<file path="config.mk">
export PLATFORM = sky130hd
export DESIGN_NAME = microsequencer_flat
export DESIGN_NICKNAME = d
export VERILOG_FILES = /design/src/rtl/microsequencer_if.sv /design/src/rtl/microsequencer.sv /design/src/flat_wrapper.sv
export SDC_FILE = /design/constraint.sdc
export NUM_CORES = 1
export LEC_CHECK = 0
export BUFFER_PORTS_ARGS = -buffer_cell sky130_fd_sc_hd__buf_2
export CAP_MARGIN = 25
export CORE_ASPECT_RATIO = 0.75
export CORE_MARGIN = 4
export CORE_UTILIZATION = 35
export DETAILED_ROUTE_END_ITERATION = 16
export PLACE_DENSITY = 0.67
export SLEW_MARGIN = 10
export SYNTH_ARGS = -nofsm -noshare
export SYNTH_HDL_FRONTEND = slang
export SYNTH_SLANG_ARGS = --single-unit
</file>
<file path="constraint.sdc">
create_clock -name clk -period 1.3 [get_ports clk]
set_input_delay 0.39 -clock clk [delete_from_list [all_inputs] [get_ports clk]]
set_output_delay 0.39 -clock clk [all_outputs]
set_load 0.02 [all_outputs]
</file>
<file path="src/rtl/microsequencer_if.sv">
// Control-sequencer bus: instruction/memory/condition inputs toward the sequencer
// and its state/status outputs toward the control unit.
interface microsequencer_if;
    logic [31:0] ir;
    logic        moc;
    logic        cond_true;
    logic [6:0]  state;
    logic        instr_done;
    logic        undef_instr;
    logic        bus_err;

    modport master (
        output ir, moc, cond_true,
        input  state, instr_done, undef_instr, bus_err
    );

    modport slave (
        input  ir, moc, cond_true,
        output state, instr_done, undef_instr, bus_err
    );
endinterface

</file>
<file path="src/rtl/microsequencer.sv">
// Control-state sequencer: fetch/decode/DP/branch/load/store flows as a Moore machine.
// Optional memory-wait timeout with sticky bus_err is built when SEQ_TIMEOUT_EN is defined.
module microsequencer #(
    parameter int TIMEOUT_CYCLES = 16,
    parameter int CNT_W          = 5
) (
    input  logic             clk,
    input  logic             rst_n,
    microsequencer_if.slave  bus
);

    typedef enum logic [6:0] {
        S_RESET      = 7'd0,
        S_FETCH1     = 7'd1,
        S_FETCH2     = 7'd2,
        S_FETCH_WAIT = 7'd3,
        S_DECODE     = 7'd4,
        S_DP_REG     = 7'd5,
        S_DP_IMM     = 7'd6,
        S_B          = 7'd7,
        S_BL         = 7'd8,
        S_LD_IMM     = 7'd33,
        S_LD_WAIT    = 7'd34,
        S_LD_DATA    = 7'd35,
        S_LD_WR      = 7'd36,
        S_LD_WB      = 7'd38,
        S_ST_WB      = 7'd39,
        S_ST_IMM     = 7'd40,
        S_ST_ADDR    = 7'd41,
        S_ST_WAIT    = 7'd42,
        S_ST_REG     = 7'd46,
        S_LD_REG     = 7'd47
    } state_e;

    state_e state_q, state_d;
    logic   instr_done_q, instr_done_d;
    logic   undef_instr_q, undef_instr_d;
    logic   timeout_s;
    logic   writeback_s;

    function automatic logic is_wait(input state_e s);
        return (s == S_FETCH_WAIT) || (s == S_LD_WAIT) || (s == S_ST_WAIT);
    endfunction

    // Base-register writeback: post-indexed, or pre-indexed with W set.
    assign writeback_s = ~bus.ir[24] | bus.ir[21];

`ifdef SEQ_TIMEOUT_EN
    logic [CNT_W-1:0] cnt_q, cnt_d;
    logic             bus_err_q, bus_err_d;

    assign timeout_s = is_wait(state_q) && !bus.moc &&
                       (cnt_q == CNT_W'(TIMEOUT_CYCLES - 1));

    // Wait counter restarts on each wait-state entry, then counts moc-low cycles.
    always_comb begin
        bus_err_d = bus_err_q | timeout_s;
        if (is_wait(state_d) && (state_d != state_q)) begin
            cnt_d = {CNT_W{1'b0}};
        end else if (is_wait(state_q) && !bus.moc) begin
            cnt_d = cnt_q + {{(CNT_W-1){1'b0}}, 1'b1};
        end else begin
            cnt_d = cnt_q;
        end
    end

    // Timeout counter and sticky error flag.
    always_ff @(posedge clk or negedge rst_n) begin
        if (!rst_n) begin
            cnt_q     <= {CNT_W{1'b0}};
            bus_err_q <= 1'b0;
        end else begin
            cnt_q     <= cnt_d;
            bus_err_q <= bus_err_d;
        end
    end

    assign bus.bus_err = bus_err_q;
`else
    assign timeout_s   = 1'b0;
    assign bus.bus_err = 1'b0;
`endif

    // Next-state and next-flag decode.
    always_comb begin
        state_d       = state_q;
        instr_done_d  = 1'b0;
        undef_instr_d = 1'b0;
        case (state_q)
            S_RESET:  state_d = S_FETCH1;
            S_FETCH1: state_d = S_FETCH2;
            S_FETCH2: state_d = S_FETCH_WAIT;
            S_FETCH_WAIT: begin
                if (bus.moc)        state_d = S_DECODE;
                else if (timeout_s) state_d = S_RESET;
                else                state_d = S_FETCH_WAIT;
            end
            S_DECODE: begin
                if (!bus.cond_true) begin
                    state_d      = S_FETCH1;
                    instr_done_d = 1'b1;
                end else begin
                    case (bus.ir[27:25])
                        3'b000:  state_d = S_DP_REG;
                        3'b001:  state_d = S_DP_IMM;
                        3'b101:  state_d = bus.ir[24] ? S_BL : S_B;
                        3'b010:  state_d = bus.ir[20] ? S_LD_IMM : S_ST_IMM;
                        3'b011:  state_d = bus.ir[20] ? S_LD_REG : S_ST_REG;
                        default: begin
                            state_d       = S_FETCH1;
                            undef_instr_d = 1'b1;
                        end
                    endcase
                end
            end
            S_DP_REG, S_DP_IMM, S_B, S_BL, S_LD_WB, S_ST_WB: begin
                state_d      = S_FETCH1;
                instr_done_d = 1'b1;
            end
            S_LD_IMM, S_LD_REG: state_d = S_LD_WAIT;
            S_LD_WAIT: begin
                if (bus.moc)        state_d = S_LD_DATA;
                else if (timeout_s) state_d = S_RESET;
                else                state_d = S_LD_WAIT;
            end
            S_LD_DATA: state_d = S_LD_WR;
            S_LD_WR: begin
                if (writeback_s) begin
                    state_d = S_LD_WB;
                end else begin
                    state_d      = S_FETCH1;
                    instr_done_d = 1'b1;
                end
            end
            S_ST_IMM, S_ST_REG: state_d = S_ST_ADDR;
            S_ST_ADDR:          state_d = S_ST_WAIT;
            S_ST_WAIT: begin
                if (bus.moc && writeback_s) begin
                    state_d = S_ST_WB;
                end else if (bus.moc) begin
                    state_d      = S_FETCH1;
                    instr_done_d = 1'b1;
                end else if (timeout_s) begin
                    state_d = S_RESET;
                end else begin
                    state_d = S_ST_WAIT;
                end
            end
            default: state_d = S_RESET;
        endcase
    end

    // State register and registered pulse outputs.
    always_ff @(posedge clk or negedge rst_n) begin
        if (!rst_n) begin
            state_q       <= S_RESET;
            instr_done_q  <= 1'b0;
            undef_instr_q <= 1'b0;
        end else begin
            state_q       <= state_d;
            instr_done_q  <= instr_done_d;
            undef_instr_q <= undef_instr_d;
        end
    end

    assign bus.state       = state_q;
    assign bus.instr_done  = instr_done_q;
    assign bus.undef_instr = undef_instr_q;

endmodule
</file>
<file path="src/flat_wrapper.sv">
// flat-port wrapper written by rule: the top's interface ports become plain ports
module microsequencer_flat 
#(
    parameter int TIMEOUT_CYCLES = 16,
    parameter int CNT_W          = 5
)
  (clk, rst_n, bus_ir, bus_moc, bus_cond_true, bus_state, bus_instr_done, bus_undef_instr, bus_bus_err);
  microsequencer_if bus_i ();
  input  logic clk;
  input  logic rst_n;
  input wire logic [$bits(bus_i.ir)-1:0] bus_ir;
  input wire logic [$bits(bus_i.moc)-1:0] bus_moc;
  input wire logic [$bits(bus_i.cond_true)-1:0] bus_cond_true;
  output wire logic [$bits(bus_i.state)-1:0] bus_state;
  output wire logic [$bits(bus_i.instr_done)-1:0] bus_instr_done;
  output wire logic [$bits(bus_i.undef_instr)-1:0] bus_undef_instr;
  output wire logic [$bits(bus_i.bus_err)-1:0] bus_bus_err;
  assign bus_i.ir = bus_ir;
  assign bus_i.moc = bus_moc;
  assign bus_i.cond_true = bus_cond_true;
  assign bus_state = bus_i.state;
  assign bus_instr_done = bus_i.instr_done;
  assign bus_undef_instr = bus_i.undef_instr;
  assign bus_bus_err = bus_i.bus_err;
  microsequencer #(.TIMEOUT_CYCLES(TIMEOUT_CYCLES), .CNT_W(CNT_W)) u_core (.clk(clk), .rst_n(rst_n), .bus(bus_i));
endmodule
</file>
Yosys cells after proc, flatten, opt, wreduce, memory -nomap -nowiden --
Cells that the tools add are included.
Operators by class: equal/unequal tests 23, multiplexer cells 19, bitwise gates (word level) 2, reductions and logical operators 8
Operator list (count):
- one-hot mux 7 bit (12 select lines) | 1
- equality test 7 x 6 -> 1 bit, second input constant | 11
- one-hot mux 7 bit (5 select lines) | 1
- equality test 7 x 3 -> 1 bit, second input constant | 4
- equality test 7 x 2 -> 1 bit, second input constant | 2
- two-way mux 7 bit | 2
- two-way mux 6 bit | 2
- two-way mux 1 bit | 9
- two-way mux 4 bit | 2
- equality test 7 x 1 -> 1 bit, second input constant | 1
- equality test 7 x 4 -> 1 bit, second input constant | 1
- zero test 7 bit | 1
- OR reduction 7 bit | 1
- equality test 3 x 2 -> 1 bit, second input constant | 2
- OR reduction 6 bit | 1
- OR reduction 5 bit | 1
- one-hot mux 1 bit (4 select lines) | 1
- OR reduction 2 bit | 2
- equality test 3 x 1 -> 1 bit, second input constant | 1
- equality test 3 bit, second input constant | 1
- zero test 3 bit | 1
- two-way mux 3 bit | 1
- logical AND 1 bit | 1
- NOT 1 bit | 1
- OR 1 bit | 1
Word-level totals: register bits 9, logic and storage cells 55

Longest topological paths before layout --
Gate-level depths: netlist of run 1.
depth in word-level cells 5, gate-level depth with buffers 6

Worst setup path before layout of run 1 --
Ideal clock, no wire load.
kind register to register, from register u_core.state_q[1], in the netlist u_core.bus.state[1], to register u_core.state_q[5], in the netlist u_core.bus.state[5], setup time 0.140 ns, arrival time 1.355 ns, data required time 1.160 ns, setup slack -0.195 ns, cell stages (with the launch flop) 6, path buffers 1, period minus slack after synthesis 1.495 ns, cells stage by stage dfrtp_1 -> buf_6 -> nor2b_4 -> a221o_1 -> a22oi_2 -> o221ai_1
Between the ends: longest elaborated chain between the ends 3
RTL lines:
- start, declared | line microsequencer.sv:35 | state_e state_q, state_d;
- start signal, assigned | line microsequencer.sv:160 | state_q <= state_d;
- equality test 7 x 3 -> 1 bit (tied with other cells) | line microsequencer.sv:89 | case (state_q)
- OR reduction 7 bit (no source line) or OR reduction 2 bit (tied branches)
- one-hot mux 7 bit (12 select lines) (*) | line microsequencer.sv:89
- named net u_core.state_d[5] | line microsequencer.sv:35
Mark *: on every way through the listed nets, which the timed path passes. The rest lies on a longest branch.

Worst setup path in the final report of run 1 --
from register u_core.state_q[3], in the netlist u_core.bus.state[3], to register u_core.state_q[0], in the netlist u_core.bus.state[0]
The elaborated chain is that of the path after synthesis.

==> flow_metrics.py, run 1 <==
metrics = {
    "global_route": {
        "antenna_found_initial": 0,
        "grt_max_degree": 9,
        "grt-ovfl-total": 0,
        "grt_pass1_wl_um": 3840,
        "track_usage": 0.182,
        "grt_pass1_vias": 867,
    },
    "drt": {
        "ant_nets": 0,
        "drt_first_pass_iters": 4,
        "met2WireLength_um": 1120,
        "routedWlPerCell_um": 13.4,
        "dr.first_iter.drc_count": 35,
        "vias": 872,
        "highest_layer": "met4",
        "routed_wl_um": 2200,
        "drc_errors": 0,
        "vias_per_cell": 5.32,
        "wl_met1_um": 885,
        "wl_met3_um": 189,
    },
    "die": {
        "fp.dieArea_sq_um": 2810,
        "io_pins": 46,
        "fp.coreArea_sq_um": 1820,
        "die_h_um": 47.0,
        "dieWidth_um": 59.9,
        "rows": 13,
        "initial_core_util": 0.389,
    },
    "outcome": {
        "violations": "setup timing",
        "status": "finished with violations",
    },
    "final_layout": {
        "diodes": 0,
        "drive_gt1_frac": 0.556,
        "final_util": 0.675,
        "fillCellCount": 133,
        "fin_nets": 179,
        "multi_input_area_sq_um": 528,
        "regArea_sq_um": 179,
        "syn_to_final_growth_pct": 73.7,
        "fin_cells": 164,
    },
    "critical_path": {
        "critPathTopFamily": "compound AO/OA/AOI/OAI gates",
        "critPathMaxStageDelay_ns": 0.44,
        "crit_fanout": 4,
        "cp.depth": 5,
        "crit_slowest_cell": "dfrtp_2",
        "r2r_cells": 5,
        "crit_chain": "buf_6 > mux2_4 > a21oi_2 > o21ai_1 > a221o_1",
        "cp.required_ns": 1.44,
        "critPathLaunchType": "flip-flop",
        "endpoint_kind": "flip-flop",
        "crit_type": "reg -> reg",
        "cp_data_arrival_time_ns": 1.60,
        "cp.buffers_inverters": 1,
    },
    "timing": {
        "worst_slack_ns": -0.159,
        "max_freq_ghz": 0.685,
        "drv_slew": 0,
        "finalCritPeriodShare": 1.12,
        "min_period_ns": 1.46,
        "fin_skew_ns": 0.000584,
        "rsz0062_at_grt": "yes",
        "hold_violations": 0,
        "setup_viol": 10,
    },
    "yosys": {
        "syn-instance-count": 90,
        "syn_avg_cell_area_sq_um": 7.87,
        "seq_area_frac_synth": 0.247,
        "ys_seq_elements": 7,
        "synth_enable_flop_cells": 0,
        "yosysWarnings": 0,
        "synth_cell_types": 35,
        "synth_ff_type": "dfrtp_1",
        "ys_async_sr_fraction": 1.00,
        "syn_area_sq_um": 708,
    },
    "clocking": {
        "cts.sinks": 7,
        "cts_tree": "yes",
        "cts.clk_slew.worst_paths_ns": 0.06,
        "h-tree-depth": 1,
        "cts_buffers": 3,
        "cts_buffer_depth": 2,
        "clock_latency_ns": 0.26,
        "cts_root_buffer": "clkbuf_4",
    },
    "placement": {
        "placed_cells_incl_taps": 145,
        "gp_congestion": 0.860,
        "port_buffers": 16,
        "dp_hpwl_um": 1630,
    },
    "run": {
        "maxCapViolations": 0,
    },
    "hold_path": {
        "hp-class": "in -> async",
    },
    "pwr": {
        "power.density_nw_per_um2": 1810,
        "finalPower_mw": 2.23,
        "power.leakage_nw": 0.565,
        "vdd_drop_max_mv": 1.54,
    },
}
repair_timing:
item	CTS	global route
gates cloned	1	0
hold buffers	1	0
pin swaps	5	6
setup buffers	10	3
endpoints found under the setup margin	11	12
resized for setup	22	15
endpoints found under the hold margin	7	0
layer usage:
metal,track usage,up-vias
met2,0.330,40
met3,0.0275,2
met5,0,-
li1,-,431
met1,0.232,399
met4,0.0398,0
cell usage after synthesis (all sizes together), types with 2 or more instances:
library cell  n  area [sq um]
o2bb2ai       2          17.5
o221ai        3          26.3
a221o         2          20.0
nor2          6          22.5
nand2b        5          31.3
nand3b        2          15.0
buf           9          61.3
inv           6          22.5
o211ai        3          22.5
nand3         4          20.0
o21ai         3          15.0
a22oi         2          20.0
nor3          2          10.0
nand2         4          15.0
a31oi         3          18.8
nor2b         6          45.0
dfrtp         7           175
o22ai         2          12.5
a21oi         9          48.8
cell families (layout without fill, tap and decap cells):
group	after synthesis	after routing	synth area share
other cells	1	3	0.00530
mux	1	1	0.0212
compound gates	31	31	0.309
buf+inv	15	65	0.118
simple gates	35	35	0.299
flops	7	7	0.247
layout by cell type, fill, tap and decap left out, types with 2 or more instances in the layout:
| cell | instances |
|---|---|
| nor2b_1 | 2 |
| nand2b_4 | 2 |
| nor2b_2 | 2 |
| dfrtp_1 | 4 |
| clkbuf_4 | 3 |
| buf_2 | 12 |
| nor2_1 | 5 |
| nand3_1 | 4 |
| nand2b_1 | 3 |
| dfrtp_2 | 3 |
| a221o_1 | 2 |
| conb_1 | 3 |
| a31oi_1 | 3 |
| inv_1 | 6 |
| nand2_1 | 4 |
| buf_6 | 16 |
| buf_4 | 26 |
| o221ai_1 | 2 |
| o21ai_1 | 2 |
| nor2b_4 | 2 |
| nand3b_1 | 2 |
| o211ai_1 | 3 |
| a21oi_1 | 8 |
| a22oi_2 | 2 |
through the flow:
step / setup TNS, ns / setup slack (ns) / hold WS (ns) / area (sq um)
floorplan: -0.467 / -0.171 / 0.0944 / 719
global placement: -0.461 / -0.137 / 0.224 / 946
detailed placement: -0.530 / -0.139 / 0.230 / 946
CTS: -1.06 / -0.178 / 0.487 / 1140
global route: -1.69 / -0.259 / 0.516 / 1230
finish: -0.967 / -0.159 / 0.500 / 1230
registers in the layout (all words and copies together), names as in the netlist:
signal	flops
u_core.bus.state	5
u_core.bus.undef_instr	1
u_core.bus.instr_done	1
area by class of cell:
| type | count | area share |
|---|---|---|
| Inverter | 6 | 0.0183 |
| Timing Repair Buffer | 55 | 0.362 |
| Clock buffer | 3 | 0.0183 |
| Multi-Input combinational cell | 70 | 0.429 |
| Sequential cell | 7 | 0.145 |
| Tap cell | 22 | 0.0224 |
| Clock inverter | 1 | 0.00407 |
final timing paths:
| kind | startpoint | to | slack (ns) |
|---|---|---|---|
| setup / recovery | u_core.bus.state[3] | u_core.bus.state[0] | -0.16 |
| hold / removal | rst_n | u_core.bus.undef_instr | 0.50 |
| setup reg to reg | u_core.bus.state[3] | u_core.bus.state[0] | -0.16 |
| hold reg to reg | u_core.bus.state[5] | u_core.bus.instr_done | 0.71 |
| max in group asynchronous | rst_n | u_core.bus.state[5] | 0.63 |
| min in group clk | bus_ir[26] | u_core.bus.state[1] | 0.52 |
where the power goes:
| part | internal (mW) | total (mW) | switching (mW) |
|---|---|---|---|
| Sequential | 0.286 | 0.368 | 0.0816 |
| Combinational | 0.918 | 1.65 | 0.733 |
| Clock | 0.113 | 0.208 | 0.0944 |
(Power assumes the default switching activity.)
==> run 2: changes to the inputs <==
- CORE_ASPECT_RATIO: 0.75 -> 1.1
==> flow_metrics.py, run 2 (synthesized netlist as in run 1, its figures left out) <==
metrics = {
    "outcome": {
        "status": "finished with violations",
        "violations": "setup timing",
    },
    "clocking": {
        "cts_root_buffer": "clkbuf_4",
        "h-tree-depth": 1,
        "cts_buffer_depth": 2,
        "cts.clk_slew.worst_paths_ns": 0.06,
        "cts_buffers": 3,
        "cts_tree": "yes",
        "cts.sinks": 7,
        "clock_latency_ns": 0.26,
    },
    "die": {
        "initial_core_util": 0.385,
        "fp.coreArea_sq_um": 1840,
        "rows": 16,
        "fp.dieArea_sq_um": 2810,
        "dieWidth_um": 50.9,
        "die_h_um": 55.2,
        "io_pins": 46,
    },
    "timing": {
        "max_freq_ghz": 0.671,
        "finalCritPeriodShare": 1.15,
        "hold_violations": 0,
        "fin_skew_ns": 0.00956,
        "setup_viol": 12,
        "min_period_ns": 1.49,
        "drv_slew": 0,
        "rsz0062_at_grt": "yes",
        "worst_slack_ns": -0.190,
    },
    "global_route": {
        "track_usage": 0.184,
        "grt-ovfl-total": 0,
        "grt_pass1_wl_um": 3750,
        "grt_max_degree": 11,
        "grt_pass1_vias": 858,
        "antenna_found_initial": 0,
    },
    "critical_path": {
        "cp.depth": 5,
        "critPathTopFamily": "compound AO/OA/AOI/OAI gates",
        "crit_slowest_cell": "dfrtp_2",
        "critPathLaunchType": "flip-flop",
        "crit_fanout": 6,
        "crit_chain": "buf_4 > or2_2 > a21oi_1 > a31oi_1 > o221ai_1",
        "cp.buffers_inverters": 1,
        "cp_data_arrival_time_ns": 1.66,
        "cp.required_ns": 1.47,
        "endpoint_kind": "flip-flop",
        "crit_type": "reg -> reg",
        "r2r_cells": 5,
        "critPathMaxStageDelay_ns": 0.47,
    },
    "pwr": {
        "power.leakage_nw": 0.571,
        "vdd_drop_max_mv": 1.29,
        "power.density_nw_per_um2": 1810,
    },
    "hold_path": {
        "hold_depth": 4,
        "hp-class": "in -> reg",
    },
    "final_layout": {
        "multi_input_area_sq_um": 514,
        "fin_nets": 181,
        "design_area_sq_um": 1240,
        "regArea_sq_um": 181,
        "syn_to_final_growth_pct": 74.6,
        "largest_reg_flops": 5,
        "diodes": 0,
        "fin_cells": 171,
        "fillCellCount": 142,
        "final_common_cell": "buf_4",
        "drive_gt1_frac": 0.556,
        "layout_common_cells": "28 x buf_4, 14 x buf_2, 13 x buf_6",
    },
    "drt": {
        "ant_nets": 0,
        "routed_wl_um": 2690,
        "drt_first_pass_iters": 4,
        "vias_per_cell": 5.49,
        "vias": 939,
        "drc_errors": 0,
        "dr.first_iter.drc_count": 41,
        "routedWlPerCell_um": 15.7,
    },
    "placement": {
        "post-place-ws_ns": -0.170,
        "dp_hpwl_um": 1570,
        "gp_congestion": 0.869,
        "placed_cells_incl_taps": 151,
        "port_buffers": 16,
        "postPlaceCellArea_sq_um": 960,
    },
    "run": {
        "maxCapViolations": 0,
    },
}
==> run 2: worst min-delay path, delay by kind of cell <==
kind / cells / cell delay (ns)
buffers and inverters: 1 / 0.11
and+or+nand+nor: 1 / 0.07
AOI/OAI and AO/OA: 2 / 0.16
==> run 2: cell type report <==
| type | instances | share of cell area |
|---|---|---|
| Clock inverter | 1 | 0.00405 |
| Multi-Input combinational cell | 70 | 0.416 |
| Tap cell | 27 | 0.0273 |
| Clock buffer | 3 | 0.0182 |
| Timing Repair Buffer | 57 | 0.369 |
| Sequential cell | 7 | 0.147 |
| Inverter | 6 | 0.0182 |
==> run 2: per-layer routing <==
metal	GRT usage	vias up	wire, um	part of all wire
li1	-	436	-	-
met1	0.201	439	950	0.35
met2	0.359	56	1490	0.55
met3	0.0349	8	181	0.067
met4	0.0628	0	68	0.025
met5	0	-	0	0
==> run 2: stage by stage <==
step	total power, mW	util	hold WS (ns)	TNS (ns)
finish	2.24	0.671	0.511	-0.945
global route	2.40	0.671	0.548	-1.67
CTS	1.95	0.613	0.472	-0.568
detailed placement	1.49	0.521	0.225	-0.613
global placement	1.48	0.521	0.222	-0.569
floorplan	1.11	-	0.0944	-0.467
==> run 2: path summary, 6_finish.rpt <==
check                                    start             endpoint  slack (ns)
max in group asynchronous                rst_n  u_core.bus.state[0]        0.58
hold / removal                      bus_ir[26]  u_core.bus.state[1]        0.51
hold reg to reg            u_core.bus.state[5]  u_core.bus.state[5]        0.73
setup / recovery           u_core.bus.state[1]  u_core.bus.state[5]       -0.19
min in group asynchronous                rst_n  u_core.bus.state[1]        0.53
setup reg to reg           u_core.bus.state[1]  u_core.bus.state[5]       -0.19
==> run 2: where the power goes <==
part	switching [mW]	internal, mW	total (mW)
logic	0.762	0.876	1.64
clock network	0.0964	0.113	0.210
registers	0.100	0.292	0.393
==> run 2: repair_timing <==
item                       4_1_cts  5_1_grt
pin swaps                        7        7
hold endpoints to repair         7        0
buffers inserted                 7        6
setup endpoints to repair       11       12
resized for setup               20       15
gates cloned                     0        2
hold buffers                     1        0
